===== src/rtl/cpu_pkg.sv =====
// Types and constants shared by the fetch stage and the decoder.
package cpu_pkg;

    localparam int ROM_SIZE = 256;
    localparam int ADDR_W   = $clog2(ROM_SIZE) + 1;

    typedef enum logic [1:0] {
        IDLE,
        RUN,
        DONE
    } state_e;

    typedef enum logic [1:0] {
        NPC_HOLD,
        NPC_INC,
        NPC_ABS,
        NPC_REL
    } npc_sel_e;

endpackage


===== src/rtl/next_pc_calc.sv =====
// Combinational next-PC selection with ROM range check.
module next_pc_calc #(
    parameter int addr_w   = cpu_pkg::ADDR_W,
    parameter int rom_size = cpu_pkg::ROM_SIZE
) (
    input  logic [addr_w-1:0] pc,
    input  cpu_pkg::npc_sel_e sel,
    input  logic [addr_w-1:0] branch_target,
    output logic [addr_w-1:0] next_pc,
    output logic              out_of_range
);
    import cpu_pkg::*;

    localparam logic [addr_w-1:0] LIMIT = addr_w'(rom_size);

    always_comb begin
        next_pc = pc;
        case (sel)
            NPC_INC:  next_pc = pc + addr_w'(1);
            NPC_ABS:  next_pc = branch_target;
            // Offset is already full width, so the add wraps modulo 2^addr_w.
            NPC_REL:  next_pc = pc + branch_target;
            default:  next_pc = pc;
        endcase
    end

    assign out_of_range = (sel != NPC_HOLD) && (next_pc >= LIMIT);

endmodule


===== src/rtl/fetch_pc.sv =====
// Program counter and run sequencer in front of the instruction ROM.
//   state | meaning
//   IDLE  | waiting for start, pc holds
//   RUN   | fetching; pc advances, branches or holds each cycle
//   DONE  | one-cycle end-of-run pulse, then back to IDLE
module fetch_pc #(
    parameter  int rom_size   = cpu_pkg::ROM_SIZE,
    parameter  int start_addr = 0,
    parameter  int cnt_width  = 16,
    localparam int ADDR_W     = $clog2(rom_size) + 1
) (
    input  logic                 clk,
    input  logic                 rst_n,
    input  logic                 start,
    input  logic                 stall,
    input  logic                 halt,
    input  logic                 branch_en,
    input  logic                 branch_rel,
    input  logic [ADDR_W-1:0]    branch_target,
    output logic [ADDR_W-1:0]    pc,
    output logic                 busy,
    output logic                 done,
    output logic                 fault,
    output logic [cnt_width-1:0] cycle_count
);
    import cpu_pkg::*;

    localparam logic [ADDR_W-1:0] START_PC = ADDR_W'(start_addr);

    state_e                 state, state_nx;
    npc_sel_e               sel;
    logic [ADDR_W-1:0]      npc, pc_nx;
    logic                   oor, fault_nx;
    logic [cnt_width-1:0]   cnt_nx;

    next_pc_calc #(
        .addr_w   (ADDR_W),
        .rom_size (rom_size)
    ) u_next_pc_calc (
        .pc            (pc),
        .sel           (sel),
        .branch_target (branch_target),
        .next_pc       (npc),
        .out_of_range  (oor)
    );

    // Kept apart from the FSM block so the select -> range-check path has no false loop.
    always_comb begin
        sel = NPC_HOLD;
        if (state == RUN && !stall && !halt) begin
            if (branch_en) sel = branch_rel ? NPC_REL : NPC_ABS;
            else           sel = NPC_INC;
        end
    end

    always_comb begin
        state_nx = state;
        pc_nx    = pc;
        fault_nx = fault;
        cnt_nx   = cycle_count;
        case (state)
            IDLE: begin
                if (start) begin
                    state_nx = RUN;
                    pc_nx    = START_PC;
                    fault_nx = 1'b0;
                    cnt_nx   = '0;
                end
            end
            RUN: begin
                if (cycle_count != '1) cnt_nx = cycle_count + cnt_width'(1);
                if (!stall) begin
                    if (halt) begin
                        state_nx = DONE;
                    end else if (oor) begin
                        state_nx = DONE;
                        fault_nx = 1'b1;
                    end else begin
                        pc_nx = npc;
                    end
                end
            end
            DONE:    state_nx = IDLE;
            default: state_nx = IDLE;
        endcase
    end

    always_ff @(posedge clk) begin
        if (!rst_n) begin
            state       <= IDLE;
            pc          <= START_PC;
            fault       <= 1'b0;
            cycle_count <= '0;
        end else begin
            state       <= state_nx;
            pc          <= pc_nx;
            fault       <= fault_nx;
            cycle_count <= cnt_nx;
        end
    end

    assign busy = (state == RUN);
    assign done = (state == DONE);

endmodule


===== config.mk =====
export PLATFORM = sky130hd
export DESIGN_NAME = fetch_pc
export DESIGN_NICKNAME = d
export VERILOG_FILES = /design/src/rtl/cpu_pkg.sv /design/src/rtl/next_pc_calc.sv /design/src/rtl/fetch_pc.sv
export SDC_FILE = /design/constraint.sdc
export NUM_CORES = 1
export LEC_CHECK = 0
export CELL_PAD_IN_SITES_DETAIL_PLACEMENT = 0
export CELL_PAD_IN_SITES_GLOBAL_PLACEMENT = 1
export CORE_MARGIN = 8
export CORE_UTILIZATION = 38
export CTS_BUF_LIST = sky130_fd_sc_hd__clkbuf_16
export DETAILED_ROUTE_END_ITERATION = 8
export GPL_TIMING_DRIVEN = 1
export PLACE_DENSITY_LB_ADDON = 0.1
export SLEW_MARGIN = 20
export SYNTH_ARGS = -nofsm -noshare
export SYNTH_HDL_FRONTEND = slang
export SYNTH_SLANG_ARGS = --single-unit

===== constraint.sdc =====
create_clock -name clk -period 6.2 [get_ports clk]
set_clock_uncertainty 0.05 [all_clocks]
set_input_delay 0.93 -clock clk [delete_from_list [all_inputs] [get_ports clk]]
set_output_delay 0.93 -clock clk [all_outputs]
set_load 0.05 [all_outputs]

# Word-level counts from Yosys, hierarchy flattened

Index checks and enable logic that the tools add are counted.

Muxes and demuxes: 22
$lt $le $gt $ge: 1
Equal/unequal tests: 13
Add/subtract/negate cells: 3
Reduce and logical (&&, ||, !) cells: 12

Operators with widths:

| operator                                                 | count |
|---|---|
| 2-to-1 mux 9 bit                                         | 4 |
| 2-to-1 mux 16 bit                                        | 2 |
| case mux 16 bit (2 select lines)                         | 1 |
| case mux 9 bit (3 select lines)                          | 1 |
| case mux 9 bit (2 select lines)                          | 1 |
| adder 16 x 1 -> 16 bit, second input constant            | 1 |
| != test 16 bit, second input constant                    | 1 |
| 2-to-1 mux 2 bit                                         | 6 |
| AND reduction 5 bit                                      | 2 |
| adder 9 x 1 -> 9 bit, second input constant              | 1 |
| adder 9 bit                                              | 1 |
| greater-or-equal comparator 9 bit, second input constant | 1 |
| != test 2 bit, second input constant                     | 4 |
| equality test 2 bit, second input constant               | 3 |
| AND reduction 3 bit                                      | 2 |
| 2-to-1 mux 1 bit                                         | 5 |
| equality test 2 x 1 -> 1 bit, second input constant      | 2 |
| != test 2 x 1 -> 1 bit, second input constant            | 2 |
| case mux 2 bit (2 select lines)                          | 1 |
| nonzero test 2 bit                                       | 2 |
| logical AND 1 bit                                        | 3 |
| != test 3 x 2 -> 1 bit, second input constant            | 1 |
| zero test 1 bit                                          | 2 |
| zero test 2 bit                                          | 1 |
| case mux 1 bit (2 select lines)                          | 1 |

Output and inout bits: 28
Flip-flop bits (word level): 28

# Logic depth before layout (Yosys ltp)

Depth after elaboration: 12
Depth in mapped cells: 15
Mapped depth without buffers: 14

# Cells and area by module

Synthesis repeated with hierarchy kept, for this count alone.

Cell total of the unflattened synthesis: 271
Area total of the unflattened synthesis: 2,077.0 µm²

Modules (own cells, without submodules):

| module       | instances | cells each | area each (µm²) |
|---|---|---|---|
| fetch_pc     | 1         | 176        | 1,397.6 |
| next_pc_calc | 1         | 95         | 679.4 |

# Worst setup path after synthesis

No wires, ideal clock.

Path type: input -> register
Start point: in halt
End point: reg pc[5]
Buffers on the path: 1
Data required time: 6.033 ns
Data arrival time: 3.623 ns
Path slack: 2.410 ns
Stages on the path: 14
Path through: nor3_2 -> and3_1 -> buf_2 -> nand2b_1 -> ha_1 -> inv_1 -> fa_1 -> nor2b_4 -> o31a_1 -> o31a_1 -> or2_4 -> a221oi_2 -> nor3b_2 -> a32o_1

Word-level cells in the longest chain between the ends: 9

Ends and longest elaborated chain:

| item                                                                                    | RTL line                           | text |
|---|---|---|
| from (decl)                                                                             | fetch_pc.sv:16                     | `input logic halt,` |
| zero test 1 bit                                                                         | fetch_pc.sv:50                     | `if (state == RUN && !stall && !halt) begin` |
| logical AND 1 bit                                                                       | fetch_pc.sv:50                     |  |
| 2-to-1 mux 2 bit                                                                        | fetch_pc.sv:50                     |  |
| equality test 2 bit / equality test 2 x 1 -> 1 bit (equally long branches)              | next_pc_calc.sv:18                 | `case (sel)` |
| case mux 9 bit (3 select lines)                                                         | next_pc_calc.sv:18                 |  |
| greater-or-equal comparator 9 bit / 2-to-1 mux 9 bit (equally long branches)            | next_pc_calc.sv:27, fetch_pc.sv:75 |  |
| logical AND 1 bit / 2-to-1 mux 9 bit (equally long branches)                            | next_pc_calc.sv:27, fetch_pc.sv:73 |  |
| != test 2 bit (no line) / 2-to-1 mux 9 bit (equally long branches)                      | -                                  |  |
| AND reduction 5 bit (no line) / case mux 9 bit (2 select lines) (equally long branches) | -                                  |  |
| to (signal assigned)                                                                    | fetch_pc.sv:96                     | `pc <= pc_nx;` |
| to (decl)                                                                               | fetch_pc.sv:20                     | `output logic [ADDR_W-1:0] pc,` |

Parallel ways exist; a longest one is shown, timed or not. The select of a mux whose other input is x is not followed.
A chain may end at the register's enable or synchronous reset.

# Worst setup path in the final report

Start point: in stall
End point: reg pc[3]

Word-level cells in the longest chain between the ends: 10

Ends and longest elaborated chain:

| item                                                                                    | RTL line                           | text |
|---|---|---|
| from (decl)                                                                             | fetch_pc.sv:15                     | `input logic stall,` |
| zero test 1 bit                                                                         | -                                  |  |
| logical AND 1 bit (2 in a row)                                                          | fetch_pc.sv:50                     |  |
| 2-to-1 mux 2 bit                                                                        | fetch_pc.sv:50                     |  |
| equality test 2 bit / equality test 2 x 1 -> 1 bit (equally long branches)              | next_pc_calc.sv:18                 |  |
| case mux 9 bit (3 select lines)                                                         | next_pc_calc.sv:18                 |  |
| greater-or-equal comparator 9 bit / 2-to-1 mux 9 bit (equally long branches)            | next_pc_calc.sv:27, fetch_pc.sv:75 |  |
| logical AND 1 bit / 2-to-1 mux 9 bit (equally long branches)                            | next_pc_calc.sv:27, fetch_pc.sv:73 |  |
| != test 2 bit (no line) / 2-to-1 mux 9 bit (equally long branches)                      | -                                  |  |
| AND reduction 5 bit (no line) / case mux 9 bit (2 select lines) (equally long branches) | -                                  |  |

Parallel ways exist; a longest one is shown, timed or not. The select of a mux whose other input is x is not followed.

==> flow_metrics.py <==
metrics = {
    "route": {
        "via_count": 1587,
        "ant_nets": 0,
        "wl_per_cell_um": 14.2,
        "first_iter_violations": 55,
        "wirelength_um": 4350,
        "dr.pass1.iters": 4,
        "drc": 0,
        "avgViaCountPerCell": 5.17,
    },
    "die": {
        "die_x_um": 84.0,
        "dieArea_um2": 7060,
        "initial_core_util_pct": 39.8,
        "rows": 24,
        "ios": 44,
        "die_y_um": 84.0,
        "core_area_um2": 4410,
    },
    "final_layout": {
        "syn_to_final_growth_pct": 32.8,
        "drive_gt1_share_pct": 5.49,
        "n_antenna_cell": 0,
        "final_core_util_pct": 52.9,
        "nFillCells": 440,
        "multi_input_area_um2": 1140,
        "layout.nets": 282,
        "regArea_um2": 561,
    },
    "logic_synthesis": {
        "syn_area_um2": 1760,
        "synth_edf_count": 0,
        "ys_seq_area_share_pct": 31.9,
        "ys_ff_latch": 28,
        "synth_cell_type_count": 45,
        "syn_avg_cell_area_um2": 8.21,
        "synthesis.nets": 240,
        "syn_inst": 214,
        "synthFlopType": "dfxtp_1",
        "ys_warn_count": 0,
        "synthArstFlopShare_pct": 0,
    },
    "clocking": {
        "clock_latency_ns": 0.26,
        "cts_buffer_depth": 2,
        "cts_resized": 0,
        "cts_tree": "done",
        "cts.sinks": 28,
        "post-cts-setup-buffer-count": 0,
        "hold_buffers": 0,
        "cts_max_level": 1,
        "clock-root-buffer": "clkbuf_16",
        "cts_buffers": 3,
        "clk_pin_slew_ns": 0.07,
    },
    "placement": {
        "dp_hpwl_um": 3440,
        "place.gp.congestion": 0.815,
        "pre_cts_ws_ns": 1.45,
        "port_buffers": 43,
    },
    "sta": {
        "slew_viol_final": 0,
        "setup_tns_ns": 0,
        "fin_crit_ns": 4.46,
        "rsz0062_at_grt": "no",
        "period_share_pct": 71.9,
        "max_slew_margin_pct": 56.6,
        "setup_ws_ns": 1.74,
        "hold_viol_final": 0,
        "setup_viol": 0,
        "timing.fmax_ghz": 0.224,
        "tightest_slew_ns": 0.650,
    },
    "setup_path": {
        "endpoint_kind": "flop",
        "critPathRequiredTime_ns": 6.34,
        "critPathLaunchType": "primary input",
        "crit_arrival_ns": 4.60,
        "path_max_fanout": 10,
        "crit_type": "in2reg",
    },
    "grt": {
        "grt_usage_pct": 12.3,
        "grt_pass1_wl_um": 7490,
        "grt_pass1_vias": 1621,
        "grt_start_max_net_pins": 17,
        "antenna_found_initial": 0,
        "overflow": 0,
    },
    "pwr": {
        "leakage_nw": 0.906,
        "power_density_nw_per_um2": 182,
        "ir_drop_mv": 0.103,
    },
    "outcome": {
        "status": "finished, final reports clean",
    },
    "job": {
        "drv_cap": 0,
    },
    "min_path": {
        "min_path_type": "reg2reg",
    },
}
-- kinds of logic after synthesis --
logic type	synth area share (%)
adders and majority gates	7.54
DFF	31.9
muxes	3.42
AOI/OAI and AO/OA	16.9
and+or+nand+nor	28.7
buffers and inverters	3.06
xor gates and xnor gates	8.47
-- report_power, final --
group / internal (W) / total [W] / switching (W)
registers: 0.000181 / 0.000184 / 0.00000241
clock network: 0.000129 / 0.000192 / 0.0000636
logic: 0.0000203 / 0.0000488 / 0.0000285
total: 0.000330 / 0.000425 / 0.0000945
-- metal layers --
metal	global-route usage, %	share of wire, %	vias up
met5	0	0	-
met4	2.98	0.97	0
met3	3.32	3.9	4
met2	21.1	46	27
met1	14.7	49	720
li1	-	-	836
-- per-stage QoR --
stage / hold WS, ns / instance area, um2 / total power (W) / std cells
after floorplan: 0.500 / 1760 / 0.000216 / 214
after global placement: 0.420 / 2230 / 0.000237 / 303
after detailed placement: 0.420 / 2230 / 0.000237 / 303
after CTS: 0.437 / 2330 / 0.000428 / 307
after global routing: 0.466 / 2330 / 0.000440 / 307
final: 0.436 / 2330 / 0.000425 / 307
-- critical path, stage by stage --
cell and delay (ns):
clkdlybuf4s50_1 0.46, nor3_2 0.48, and3_1 0.43, nand2b_1 0.11
ha_1 0.22, inv_1 0.07, fa_1 0.22, nor2b_4 0.05
o31a_1 0.27, o31a_1 0.32, or2_4 0.27, a22o_2 0.25
o21ai_4 0.27, mux2i_1 0.22
-- cell type report --
| cell class | count | area share, % |
|---|---|---|
| clock buffer | 3 | 3.22 |
| clock inverter | 1 | 1.29 |
| inverter | 8 | 1.29 |
| multi-input combinational | 172 | 49.0 |
| sequential | 28 | 24.0 |
| tap | 52 | 2.79 |
| timing repair buffer | 43 | 18.4 |
-- layout by cell type (no fill, tap or decap), drive strengths merged, types with 2 or more instances in the layout --
cell	n
clkdlybuf4s50	43
nor2	28
dfxtp	28
nand2	24
xor2	14
o21ai	14
ha	9
and2	9
inv	8
nand3	6
mux2i	6
nand4	6
nand2b	4
and3	4
a21oi	4
o2111ai	4
nor2b	4
nor3	4
a211oi	3
xnor2	3
a31oi	3
a32o	3
clkbuf	3
o21a	2
o31a	2
or2	2
-- state kept, by name, summed over array words and instances (netlist names) --
register     flops
cycle_count     16
pc               9
state            2
fault            1
-- synth_stat cells (all sizes together) (2+ instances only) --
cell type / n / area [um2]
a32o: 3 / 30.0
mux2i: 6 / 60.1
o21ai: 14 / 81.3
nor2: 28 / 105
o21a: 2 / 15.0
and2: 9 / 57.6
nand4: 6 / 37.5
a31oi: 3 / 18.8
xor2: 14 / 123
clkbuf: 5 / 18.8
a211oi: 3 / 22.5
o31a: 2 / 17.5
a21oi: 4 / 20.0
nand2: 24 / 90.1
nand3: 6 / 30.0
nand2b: 4 / 25.0
inv: 8 / 30.0
xnor2: 3 / 26.3
o2111ai: 4 / 35.0
ha: 9 / 113
and3: 4 / 25.0
dfxtp: 28 / 561
or2: 2 / 15.0
nor3: 4 / 25.0
nor2b: 4 / 32.5
-- path summary, 6_finish.rpt --
| kind | start | to | slack (ns) | cells after the start |
|---|---|---|---|---|
| worst max-delay path | stall | pc[3]$_SDFFE_PN0P_ | 1.74 | 14 |
| worst min-delay path | pc[0]$_SDFFE_PN0P_ | pc[0]$_SDFFE_PN0P_ | 0.44 | 2 |
| worst max register to register | state[0]$_SDFFE_PN0P_ | pc[3]$_SDFFE_PN0P_ | 2.32 | 14 |
| worst min register to register | pc[0]$_SDFFE_PN0P_ | pc[0]$_SDFFE_PN0P_ | 0.44 | 2 |
Note: power is estimated with default switching activity, not from simulation.
